[config.mk]
export PLATFORM = sky130hd
export DESIGN_NAME = ctrl_decode_pipe
export DESIGN_NICKNAME = d
export VERILOG_FILES = /design/src/rtl/ctrl_decode_pipe.sv
export SDC_FILE = /design/constraint.sdc
export NUM_CORES = 1
export LEC_CHECK = 0
export ABC_AREA = 1
export BUFFER_PORTS_ARGS = -buffer_cell sky130_fd_sc_hd__buf_2
export CAP_MARGIN = 25
export CORE_MARGIN = 10
export CORE_UTILIZATION = 25
export CTS_CLUSTER_DIAMETER = 40
export DETAILED_ROUTE_END_ITERATION = 8
export HOLD_SLACK_MARGIN = 0.03
export RECOVER_POWER = 25
export SLEW_MARGIN = 25
export SYNTH_ARGS = -nofsm -noshare
export SYNTH_HDL_FRONTEND = slang
export SYNTH_SLANG_ARGS = --single-unit
[constraint.sdc]
create_clock -name clk -period 6.5 [get_ports clk]
set_clock_uncertainty 0.15 [all_clocks]
set_input_delay 0.975 -clock clk [delete_from_list [all_inputs] [get_ports clk]]
set_output_delay 0.975 -clock clk [all_outputs]
set_load 0.005 [all_outputs]
[src/rtl/ctrl_decode_pipe.sv]
// ---------------------------------------------------------------------------
// ctrl_decode_pipe
//   Instruction buffer plus RV32I control decoder. Fetched instructions are
//   queued in a circular FIFO. The head is decoded combinationally, then
//   registered into a single output stage that the EX side drains with a
//   valid/ready handshake. A load-use hazard against the instruction in EX
//   inserts a one-cycle bubble and leaves the head in the FIFO.
//
// Optional feature macro: CTRL_ILLEGAL_TRAP_EN
//   defined   : unsupported encodings raise illegal_o. rf_we, dram_we and
//               branch_o are forced to 0, and npc_op is PC+4.
//   undefined : illegal_o stays 0. Unsupported encodings decode as
//               addi x0,x0,0.
//
// Ports
//   clk, rst                   clock, synchronous active-high reset
//   inst_i/inst_valid_i/inst_ready_o   fetch-side push handshake
//   flush_i                    drop everything buffered and the output stage
//   ex_rd_i, ex_load_i         destination register / load flag of EX instr
//   out_valid_o/out_ready_i    EX-side handshake
//   npc_op .. wdin_sel         registered control word (encodings below)
//   rd_o/rs1_o/rs2_o/inst_o    raw fields / word of the issued instruction
//   illegal_o                  registered unsupported-encoding flag
//
// Encodings
//   npc_op  : 0 PC+4, 1 branch target, 2 JAL target, 3 JALR target
//   pc_sel  : 1 = next-PC base is rs1 (JALR)
//   imm_sel : 1 = the immediate generator output is consumed
//   sext_op : 0 I, 1 S, 2 B, 3 U, 4 J immediate format
//   wd_sel  : 0 ALU, 1 DRAM, 2 PC+4, 3 immediate (register write source)
//   alua_sel: 1 = operand A is PC;  alub_sel: 1 = operand B is immediate
//   wdin_sel: memory access size 0 word, 1 byte, 2 half
//   alu_op  : ADD 0, SUB 1, AND 2, OR 3, XOR 4, SLL 5, SRL 6, SRA 7,
//             SLT 8, SLTU 9, BEQ 10, BNE 11, BLT 12, BGE 13, BLTU 14,
//             BGEU 15.  ALU_OP_W must be at least 4.
// ---------------------------------------------------------------------------
module ctrl_decode_pipe #(
  parameter int FIFO_DEPTH = 4,
  parameter int ALU_OP_W   = 5
) (
  input  logic                clk,
  input  logic                rst,
  input  logic [31:0]         inst_i,
  input  logic                inst_valid_i,
  output logic                inst_ready_o,
  input  logic                flush_i,
  input  logic [4:0]          ex_rd_i,
  input  logic                ex_load_i,
  output logic                out_valid_o,
  input  logic                out_ready_i,
  output logic [1:0]          npc_op,
  output logic                pc_sel,
  output logic                imm_sel,
  output logic [2:0]          sext_op,
  output logic [2:0]          wd_sel,
  output logic                rf_we,
  output logic [ALU_OP_W-1:0] alu_op,
  output logic                alua_sel,
  output logic                alub_sel,
  output logic                dram_we,
  output logic                branch_o,
  output logic [1:0]          wdin_sel,
  output logic [4:0]          rd_o,
  output logic [4:0]          rs1_o,
  output logic [4:0]          rs2_o,
  output logic [31:0]         inst_o,
  output logic                illegal_o
);

  localparam int PTR_W = $clog2(FIFO_DEPTH);
  localparam int CNT_W = PTR_W + 1;
  localparam logic [CNT_W-1:0] DEPTH_C = CNT_W'(FIFO_DEPTH);
  localparam logic [31:0] NOP_INST = 32'h0000_0013;

  localparam logic [6:0] OP_LUI    = 7'b0110111;
  localparam logic [6:0] OP_AUIPC  = 7'b0010111;
  localparam logic [6:0] OP_JAL    = 7'b1101111;
  localparam logic [6:0] OP_JALR   = 7'b1100111;
  localparam logic [6:0] OP_BRANCH = 7'b1100011;
  localparam logic [6:0] OP_LOAD   = 7'b0000011;
  localparam logic [6:0] OP_STORE  = 7'b0100011;
  localparam logic [6:0] OP_IMM    = 7'b0010011;
  localparam logic [6:0] OP_REG    = 7'b0110011;

  localparam logic [1:0] NPC_PC4  = 2'd0;
  localparam logic [1:0] NPC_BR   = 2'd1;
  localparam logic [1:0] NPC_JAL  = 2'd2;
  localparam logic [1:0] NPC_JALR = 2'd3;

  localparam logic [2:0] SEXT_I = 3'd0;
  localparam logic [2:0] SEXT_S = 3'd1;
  localparam logic [2:0] SEXT_B = 3'd2;
  localparam logic [2:0] SEXT_U = 3'd3;
  localparam logic [2:0] SEXT_J = 3'd4;

  localparam logic [2:0] WD_ALU  = 3'd0;
  localparam logic [2:0] WD_DRAM = 3'd1;
  localparam logic [2:0] WD_PC4  = 3'd2;
  localparam logic [2:0] WD_IMM  = 3'd3;

  localparam logic [1:0] SIZE_W = 2'd0;
  localparam logic [1:0] SIZE_B = 2'd1;
  localparam logic [1:0] SIZE_H = 2'd2;

  localparam logic [ALU_OP_W-1:0] ALU_OP_ADD  = ALU_OP_W'(4'd0);
  localparam logic [ALU_OP_W-1:0] ALU_OP_SUB  = ALU_OP_W'(4'd1);
  localparam logic [ALU_OP_W-1:0] ALU_OP_AND  = ALU_OP_W'(4'd2);
  localparam logic [ALU_OP_W-1:0] ALU_OP_OR   = ALU_OP_W'(4'd3);
  localparam logic [ALU_OP_W-1:0] ALU_OP_XOR  = ALU_OP_W'(4'd4);
  localparam logic [ALU_OP_W-1:0] ALU_OP_SLL  = ALU_OP_W'(4'd5);
  localparam logic [ALU_OP_W-1:0] ALU_OP_SRL  = ALU_OP_W'(4'd6);
  localparam logic [ALU_OP_W-1:0] ALU_OP_SRA  = ALU_OP_W'(4'd7);
  localparam logic [ALU_OP_W-1:0] ALU_OP_SLT  = ALU_OP_W'(4'd8);
  localparam logic [ALU_OP_W-1:0] ALU_OP_SLTU = ALU_OP_W'(4'd9);
  localparam logic [ALU_OP_W-1:0] ALU_OP_BEQ  = ALU_OP_W'(4'd10);
  localparam logic [ALU_OP_W-1:0] ALU_OP_BNE  = ALU_OP_W'(4'd11);
  localparam logic [ALU_OP_W-1:0] ALU_OP_BLT  = ALU_OP_W'(4'd12);
  localparam logic [ALU_OP_W-1:0] ALU_OP_BGE  = ALU_OP_W'(4'd13);
  localparam logic [ALU_OP_W-1:0] ALU_OP_BLTU = ALU_OP_W'(4'd14);
  localparam logic [ALU_OP_W-1:0] ALU_OP_BGEU = ALU_OP_W'(4'd15);

  typedef struct packed {
    logic [1:0]          npc_op;
    logic                pc_sel;
    logic                imm_sel;
    logic [2:0]          sext_op;
    logic [2:0]          wd_sel;
    logic                rf_we;
    logic [ALU_OP_W-1:0] alu_op;
    logic                alua_sel;
    logic                alub_sel;
    logic                dram_we;
    logic                branch;
    logic [1:0]          wdin_sel;
    logic                illegal;
  } ctrl_t;

  // Control word of addi x0,x0,0.
  function automatic ctrl_t nop_ctrl();
    ctrl_t c;
    c          = '0;
    c.npc_op   = NPC_PC4;
    c.imm_sel  = 1'b1;
    c.sext_op  = SEXT_I;
    c.wd_sel   = WD_ALU;
    c.rf_we    = 1'b1;
    c.alu_op   = ALU_OP_ADD;
    c.alub_sel = 1'b1;
    return c;
  endfunction

  // Reset value: everything zero except the ALU op.
  function automatic ctrl_t reset_ctrl();
    ctrl_t c;
    c        = '0;
    c.alu_op = ALU_OP_ADD;
    return c;
  endfunction

  // Keep the datapath selects, but drop every side effect.
  function automatic ctrl_t quiet_ctrl(input ctrl_t c_in);
    ctrl_t c;
    c         = c_in;
    c.rf_we   = 1'b0;
    c.dram_we = 1'b0;
    c.branch  = 1'b0;
    c.illegal = 1'b0;
    return c;
  endfunction

  logic [31:0]      fifo_q [FIFO_DEPTH];
  logic [PTR_W-1:0] wr_ptr_q, wr_ptr_d;
  logic [PTR_W-1:0] rd_ptr_q, rd_ptr_d;
  logic [CNT_W-1:0] count_q, count_d;
  logic             valid_q, valid_d;
  ctrl_t            ctrl_q, ctrl_d;
  logic [31:0]      inst_q, inst_d;

  logic [31:0] head_s;
  logic [2:0]  f3_s;
  logic [6:0]  f7_s;
  ctrl_t       dec_s;
  logic        dec_bad_s;
  logic        uses_rs2_s;
  logic        hazard_s;
  logic        push_s;
  logic        fifo_we_s;
  logic        load_s;

  assign head_s = fifo_q[rd_ptr_q];
  assign f3_s   = head_s[14:12];
  assign f7_s   = head_s[31:25];

  // rs2 is only a real source operand for R, S and B formats.
  assign uses_rs2_s = (head_s[6:0] == OP_REG) || (head_s[6:0] == OP_STORE) ||
                      (head_s[6:0] == OP_BRANCH);
  assign hazard_s   = ex_load_i && (ex_rd_i != 5'd0) &&
                      ((ex_rd_i == head_s[19:15]) ||
                       (uses_rs2_s && (ex_rd_i == head_s[24:20])));

  assign inst_ready_o = (count_q != DEPTH_C);
  assign push_s       = inst_valid_i && inst_ready_o;
  assign fifo_we_s    = push_s && !flush_i;
  // count != 0 gates the pop, so an empty FIFO never bypasses to the output.
  assign load_s       = (!valid_q || out_ready_i) && (count_q != {CNT_W{1'b0}}) &&
                        !hazard_s;

  // Combinational RV32I decode of the FIFO head.
  always_comb begin
    dec_s     = nop_ctrl();
    dec_bad_s = 1'b0;
    case (head_s[6:0])
      OP_LUI: begin
        dec_s.sext_op = SEXT_U;
        dec_s.wd_sel  = WD_IMM;
      end
      OP_AUIPC: begin
        dec_s.sext_op  = SEXT_U;
        dec_s.alua_sel = 1'b1;
      end
      OP_JAL: begin
        dec_s.npc_op  = NPC_JAL;
        dec_s.sext_op = SEXT_J;
        dec_s.wd_sel  = WD_PC4;
      end
      OP_JALR: begin
        dec_s.npc_op = NPC_JALR;
        dec_s.pc_sel = 1'b1;
        dec_s.wd_sel = WD_PC4;
        if (f3_s != 3'b000) begin
          dec_bad_s = 1'b1;
        end else begin
          dec_bad_s = 1'b0;
        end
      end
      OP_BRANCH: begin
        dec_s.npc_op   = NPC_BR;
        dec_s.sext_op  = SEXT_B;
        dec_s.rf_we    = 1'b0;
        dec_s.alub_sel = 1'b0;
        dec_s.branch   = 1'b1;
        case (f3_s)
          3'b000:  dec_s.alu_op = ALU_OP_BEQ;
          3'b001:  dec_s.alu_op = ALU_OP_BNE;
          3'b100:  dec_s.alu_op = ALU_OP_BLT;
          3'b101:  dec_s.alu_op = ALU_OP_BGE;
          3'b110:  dec_s.alu_op = ALU_OP_BLTU;
          3'b111:  dec_s.alu_op = ALU_OP_BGEU;
          default: dec_bad_s    = 1'b1;
        endcase
      end
      OP_LOAD: begin
        dec_s.wd_sel = WD_DRAM;
        case (f3_s)
          3'b000:  dec_s.wdin_sel = SIZE_B;
          3'b001:  dec_s.wdin_sel = SIZE_H;
          3'b010:  dec_s.wdin_sel = SIZE_W;
          default: dec_bad_s      = 1'b1;
        endcase
      end
      OP_STORE: begin
        dec_s.sext_op = SEXT_S;
        dec_s.rf_we   = 1'b0;
        dec_s.dram_we = 1'b1;
        case (f3_s)
          3'b000:  dec_s.wdin_sel = SIZE_B;
          3'b001:  dec_s.wdin_sel = SIZE_H;
          3'b010:  dec_s.wdin_sel = SIZE_W;
          default: dec_bad_s      = 1'b1;
        endcase
      end
      OP_IMM: begin
        case (f3_s)
          3'b000: dec_s.alu_op = ALU_OP_ADD;
          3'b010: dec_s.alu_op = ALU_OP_SLT;
          3'b011: dec_s.alu_op = ALU_OP_SLTU;
          3'b100: dec_s.alu_op = ALU_OP_XOR;
          3'b110: dec_s.alu_op = ALU_OP_OR;
          3'b111: dec_s.alu_op = ALU_OP_AND;
          3'b001: begin
            if (f7_s == 7'b0000000) begin
              dec_s.alu_op = ALU_OP_SLL;
            end else begin
              dec_bad_s = 1'b1;
            end
          end
          3'b101: begin
            if (f7_s == 7'b0000000) begin
              dec_s.alu_op = ALU_OP_SRL;
            end else if (f7_s == 7'b0100000) begin
              dec_s.alu_op = ALU_OP_SRA;
            end else begin
              dec_bad_s = 1'b1;
            end
          end
          default: dec_bad_s = 1'b1;
        endcase
      end
      OP_REG: begin
        dec_s.imm_sel  = 1'b0;
        dec_s.alub_sel = 1'b0;
        if (f7_s == 7'b0000000) begin
          case (f3_s)
            3'b000:  dec_s.alu_op = ALU_OP_ADD;
            3'b001:  dec_s.alu_op = ALU_OP_SLL;
            3'b010:  dec_s.alu_op = ALU_OP_SLT;
            3'b011:  dec_s.alu_op = ALU_OP_SLTU;
            3'b100:  dec_s.alu_op = ALU_OP_XOR;
            3'b101:  dec_s.alu_op = ALU_OP_SRL;
            3'b110:  dec_s.alu_op = ALU_OP_OR;
            3'b111:  dec_s.alu_op = ALU_OP_AND;
            default: dec_bad_s    = 1'b1;
          endcase
        end else if (f7_s == 7'b0100000) begin
          case (f3_s)
            3'b000:  dec_s.alu_op = ALU_OP_SUB;
            3'b101:  dec_s.alu_op = ALU_OP_SRA;
            default: dec_bad_s    = 1'b1;
          endcase
        end else begin
          dec_bad_s = 1'b1;
        end
      end
      default: dec_bad_s = 1'b1;
    endcase

    // Unsupported encodings fall back to NOP controls, trapping if enabled.
    if (dec_bad_s) begin
`ifdef CTRL_ILLEGAL_TRAP_EN
      dec_s         = nop_ctrl();
      dec_s.rf_we   = 1'b0;
      dec_s.illegal = 1'b1;
`else
      dec_s         = nop_ctrl();
`endif
    end else begin
      dec_s.illegal = 1'b0;
    end
  end

  // Next-state logic for the pointers, the occupancy count and the output stage.
  always_comb begin
    wr_ptr_d = wr_ptr_q;
    rd_ptr_d = rd_ptr_q;
    count_d  = count_q;
    valid_d  = valid_q;
    ctrl_d   = ctrl_q;
    inst_d   = inst_q;
    if (flush_i) begin
      wr_ptr_d = {PTR_W{1'b0}};
      rd_ptr_d = {PTR_W{1'b0}};
      count_d  = {CNT_W{1'b0}};
      valid_d  = 1'b0;
      ctrl_d   = quiet_ctrl(ctrl_q);
    end else begin
      if (fifo_we_s) begin
        wr_ptr_d = wr_ptr_q + PTR_W'(1'b1);
      end else begin
        wr_ptr_d = wr_ptr_q;
      end
      if (load_s) begin
        rd_ptr_d = rd_ptr_q + PTR_W'(1'b1);
      end else begin
        rd_ptr_d = rd_ptr_q;
      end
      case ({fifo_we_s, load_s})
        2'b10:   count_d = count_q + CNT_W'(1'b1);
        2'b01:   count_d = count_q - CNT_W'(1'b1);
        default: count_d = count_q;
      endcase
      if (load_s) begin
        valid_d = 1'b1;
        ctrl_d  = dec_s;
        inst_d  = head_s;
      end else if (!valid_q || out_ready_i) begin
        // Drained or hazard bubble: nothing valid, so no side effects.
        valid_d = 1'b0;
        ctrl_d  = quiet_ctrl(ctrl_q);
      end else begin
        valid_d = valid_q;
        ctrl_d  = ctrl_q;
      end
    end
  end

  // FIFO storage write; it needs no reset because the pointers and count gate it.
  always_ff @(posedge clk) begin
    if (fifo_we_s) begin
      fifo_q[wr_ptr_q] <= inst_i;
    end
  end

  // Pipeline state registers with synchronous reset.
  always_ff @(posedge clk) begin
    if (rst) begin
      wr_ptr_q <= {PTR_W{1'b0}};
      rd_ptr_q <= {PTR_W{1'b0}};
      count_q  <= {CNT_W{1'b0}};
      valid_q  <= 1'b0;
      ctrl_q   <= reset_ctrl();
      inst_q   <= NOP_INST;
    end else begin
      wr_ptr_q <= wr_ptr_d;
      rd_ptr_q <= rd_ptr_d;
      count_q  <= count_d;
      valid_q  <= valid_d;
      ctrl_q   <= ctrl_d;
      inst_q   <= inst_d;
    end
  end

  assign out_valid_o = valid_q;
  assign npc_op      = ctrl_q.npc_op;
  assign pc_sel      = ctrl_q.pc_sel;
  assign imm_sel     = ctrl_q.imm_sel;
  assign sext_op     = ctrl_q.sext_op;
  assign wd_sel      = ctrl_q.wd_sel;
  assign rf_we       = ctrl_q.rf_we;
  assign alu_op      = ctrl_q.alu_op;
  assign alua_sel    = ctrl_q.alua_sel;
  assign alub_sel    = ctrl_q.alub_sel;
  assign dram_we     = ctrl_q.dram_we;
  assign branch_o    = ctrl_q.branch;
  assign wdin_sel    = ctrl_q.wdin_sel;
  assign illegal_o   = ctrl_q.illegal;
  assign inst_o      = inst_q;
  assign rd_o        = inst_q[11:7];
  assign rs1_o       = inst_q[19:15];
  assign rs2_o       = inst_q[24:20];

endmodule
# After elaboration in Yosys (flattened, before gate mapping)
# Memories as Yosys holds them, arrays and structs flattened. A register that Yosys moved wholly into a read port is not among the register bits.
# Index checks and enable logic that the tools add are counted.
[totals]
ff_bits = 62
latchBits = 0
ramBits = 128
mem_bits_ro = 32
in_bits = 43
out_inout_bits = 72
elab_cells = 120
n_memories = 2
[mem_list]
columns = ["memory", "depth", "width", "read_ports", "rd_ports_with_merged_regs", "write_ports", "line_no", "source"]
rows = [
  ["fifo_q", 4, 32, 1, 1, 1, "171", "logic [31:0] fifo_q [FIFO_DEPTH];"],
  ["(name not given)", 8, 4, 1, 0, 0, "303", "case (f3_s)"],
]
[op_classes]
add_sub_neg = 4
mul = 0
div_mod_pow = 0
order_cmp = 0
eq_ne = 22
n_shift = 0
muxes = 42
bitwise = 1
reduce_logical = 32
[op_table]
columns = ["op", "count"]
rows = [
  ["5-bit one-hot mux with 8 select lines", 1],
  ["7-bit by 6-bit == test with 1-bit output (second input constant)", 4],
  ["4-bit one-hot mux with 6 select lines", 1],
  ["23-bit two-way mux", 1],
  ["22-bit two-way mux", 1],
  ["7-bit == test (second input constant)", 3],
  ["1-bit two-way mux", 20],
  ["5-bit one-hot mux with 3 select lines", 1],
  ["7-bit by 5-bit == test with 1-bit output (second input constant)", 2],
  ["2-bit OR reduction", 7],
  ["13-bit two-way mux", 1],
  ["3-bit == test (second input constant)", 4],
  ["3-bit two-way mux", 4],
  ["2-bit one-hot mux with 3 select lines", 2],
  ["3-bit one-hot mux with 2 select lines", 2],
  ["3-bit one-hot mux with 4 select lines", 1],
  ["5-bit == test", 2],
  ["7-bit by 2-bit == test with 1-bit output (second input constant)", 1],
  ["1-bit logical AND", 7],
  ["7-bit logical NOT", 1],
  ["3-bit by 2-bit == test with 1-bit output (second input constant)", 2],
  ["2-bit two-way mux", 3],
  ["1-bit one-hot mux with 6 select lines", 1],
  ["3-bit nonzero test", 2],
  ["19 further kinds", 27],
]

# Longest topological paths before layout
[depth]
word_depth = 10
ltp_mapped = 23
ltp_nobuf = 21

# Worst setup path before layout
# OpenSTA, ideal clock, no wires.
[synth_path]
path_type = "in2reg"
start = "input flush_i"
end = "memory fifo_q[0][0] (enable)"
setup_time_ns = 0.421
arrival_time_ns = 2.674
t_required_ns = 5.929
path_slack_ns = 3.255
path_stages = 3
path_buffers = 0
cell_sequence = "clkinv_1 -> nand3_1 -> nor2_1"
[synth_between]
elab_chain_len = 4
[synth_lines]
columns = ["element", "line_no", "source"]
rows = [
  ["from (decl)", "46", "input logic flush_i,"],
  ["1-bit logical NOT", "203", "assign fifo_we_s = push_s && !flush_i;"],
  ["1-bit logical AND", "203", ""],
  ["1-bit two-way mux", "388", "if (fifo_we_s) begin"],
  ["1-bit two-way mux (implied by the code)", "389", "fifo_q[wr_ptr_q] <= inst_i;"],
  ["to (decl)", "171", ""],
]
# No other way between the ends.

==> summary.txt <==
Multi-input logic area -> 2490 sq um
Final Critical Period -> 4.66 ns
Placement Rows -> 66
Final core utilization -> 0.299
Cell variety after synth -> 31
GRT met1 Usage -> 0.121
Area Growth Syn to Fin -> 18.5%
CP required -> 6.68 ns
Worst R2R Path Depth -> 21
# resized after CTS -> 0
Sink Count -> 190
Final Setup Violations -> 0
Flop-to-flop setup slack -> 1.84 ns
Non-filler cells, final -> 1381
Storage cell area -> 5090 sq um
Routing usage on met2 -> 0.174
Clk slew on worst S/H paths -> 0.07 ns
Number of global-route vias before repair -> 5750
Placer Congestion -> 0.877
Initial antenna violation count -> 9
Slew Viols, Final -> 0
CTS tree -> done
RSZ-0062 raised after global routing -> false
Max Fclk -> 215 MHz
WHS Path Cells -> 1
Post-CTS Setup Bufs -> 0
VDD IR max -> 0.203 mV
Worst R2R End -> count_q[2]
Clock Latency Late Sink -> 0.45 ns
DP HPWL -> 15.3 mm
Worst hold start -> count_q[0]
Busiest grt layer -> met2
Layout net count -> 973
CP arrival -> 4.84 ns
Inst Count DP -> 1347
Setup WS pre-CTS -> 2.21 ns
Routed vias/inst -> 4.27
Grt ovf -> 0
DRT Wirelength -> 21.3 mm
Synthesized area per cell -> 9.73 sq um
Initial core utilization -> 0.252
Clock Tree Root -> clkbuf_16
Max Root-Sink Buffers -> 2
Max Cap Viol -> 0
DR WL/cell -> 15.4 um
Area leader, netlist -> edfxtp_1
Vias post-DR -> 5902
Yosys warnings -> 0
Worst Path Class, Setup -> reg2reg
Post-route DRC -> 0
First-pass GRT wire length -> 33.0 mm
Gr usage total -> 0.105
Core Footprint -> 32400 sq um
Post-DP Area -> 9030 sq um
Final WS setup -> 1.84 ns
Iteration-0 DRC count of the detailed router -> 365
FILL cells -> 3449
Launching element type of the critical path -> flop
Worst Hold Class -> reg2reg
Largest net degree at the start of global routing -> 61
Synth area leaders -> edfxtp_1, dfxtp_1, nand2_1
Pre-antenna DRT Iters -> 4
Hold_ws -> 0.304 ns
M3 GR Usage -> 0.0399
Post-synthesis sequential area ratio -> 0.624
Cells after Synth -> 838
Die width -> 201 um
# IOs -> 115
Htree depth -> 4
Headroom to the max-slew limit -> 0.394
CP Capture Type -> flop
LEAKAGE -> 3.90 nW
Slew @ Worst Pin -> 0.908 ns
Hold EP -> count_q[0]
Total Negative Setup Slacks -> 0 ns
Crit path max fanout -> 60
Post-Synthesis Cell Area -> 8150 sq um
Status -> finished clean
DIE HEIGHT -> 201 um
Share of the synthesized area in the top cell type -> 0.471
Fin crit share -> 0.717
Ratio of cells with drive above 1 in the final layout -> 0.154
Cell Pwr Density -> 292 nW/um^2
CTS Hold Bufs -> 0
Post-route ant nets -> 0
CTS Buf Count -> 17
Fin. Hold Viols -> 0
Seq cells post-synth -> 190
Full die area -> 40200 sq um
Design Area, Final -> 9660 sq um
Port Buffers -> 111
Total Power -> 2.82 mW
[synthesized netlist by cell type (all sizes together)]
| master | instances |
|---|---|
| buf | 46 |
| and3 | 1 |
| fa | 1 |
| dfxtp | 62 |
| nand2 | 255 |
| a21oi | 59 |
| nor3 | 2 |
| conb | 1 |
| nand3 | 91 |
| o211ai | 3 |
| o21ai | 53 |
| ha | 5 |
| edfxtp | 128 |
| o21bai | 1 |
| xor2 | 3 |
| inv | 58 |
| a31oi | 1 |
| clkbuf | 7 |
| nand4 | 6 |
| clkinv | 1 |
| nor2 | 49 |
| o22ai | 5 |
[layout by cell type (no fill, tap or decap), types with 5 or more instances in the layout]
master	synthesis	layout
edfxtp_1	128	128
ha_1	5	5
o22ai_1	5	5
inv_1	56	56
dfxtp_1	62	61
nor2_1	43	39
buf_2	6	86
clkbuf_16	0	17
nand2_1	252	252
a21oi_1	59	59
o21ai_0	42	42
bufinv_16	0	5
o21ai_1	11	11
nor2_4	2	7
nand3_1	89	89
clkbuf_1	7	25
nand4_1	6	6
[kinds of logic (layout without fill, tap and decap cells)]
| family | count (synthesis) | in the layout | share of synthesized area |
|---|---|---|---|
| AOI/OAI and AO/OA | 122 | 122 | 0.0770 |
| xor gates and xnor gates | 3 | 3 | 0.00322 |
| DFF | 190 | 190 | 0.624 |
| adders and majority gates | 6 | 6 | 0.0101 |
| buffers and inverters | 112 | 209 | 0.0764 |
| other | 1 | 5 | 0.000460 |
| and+or+nand+nor | 404 | 404 | 0.209 |
[how the worst max path moves through the flow]
| stage | end | slack [ns] | depth (start not counted) |
|---|---|---|---|
| 2_1_floorplan | fifo_q[0][0] | 3.25 | 3 |
| 3_3_place_gp | count_q[2] | 2.35 | 20 |
| 3_5_place_dp | count_q[2] | 2.21 | 21 |
| 4_1_cts | count_q[2] | 2.18 | 21 |
| 5_1_grt | count_q[2] | 1.21 | 21 |
| 6_report | count_q[2] | 1.84 | 21 |
[final cells by class]
class,count,share of cell area
Multi-Input combinational cell,538,0.257
Sequential cell,190,0.526
Tap cell,442,0.0572
Inverter,59,0.0230
Timing Repair Buffer,118,0.0672
Antenna cell,2,0.000518
Clock buffer,17,0.0440
Clock inverter,15,0.0242
[state kept, by name (all words and copies together) (netlist names), named ones only]
signal,count
npc_op,2
pc_sel,1
rf_we,1
fifo_q,128
count_q,3
alua_sel,1
branch_o,1
wr_ptr_q,2
rd_ptr_q,2
alub_sel,1
out_valid_o,1
wd_sel,2
alu_op,4
imm_sel,1
wdin_sel,2
sext_op,3
dram_we,1
inst_o,32
[layer usage]
metal,part of all wire,vias up
li1,-,2965
met1,0.42,2745
met2,0.48,139
met3,0.072,39
met4,0.020,14
met5,0.0042,-
[power breakdown]
group	internal, mW	switching, mW
Combinational	0.0953	0.204
Clock	0.690	0.467
Sequential	1.34	0.0262
Total	2.12	0.697
[critical path, cell delays in order (launching register included)]
cell      delay, ns
dfxtp_2        0.78
clkinv_2       0.87
nand2_1        0.32
nand2_1        0.08
nand2_1        0.06
nand2_1        0.09
nand2_1        0.13
nor2_2         0.07
nand2_2        0.12
nand2_1        0.07
nand2_1        0.06
nand2_1        0.04
nand2_1        0.11
nand2_2        0.12
inv_1          0.28
ha_1           0.20
inv_1          0.06
fa_1           0.37
a21oi_1        0.14
o21ai_0        0.11
o21ai_0        0.18
a21oi_1        0.06
Power figures use the tool's default switching activity.
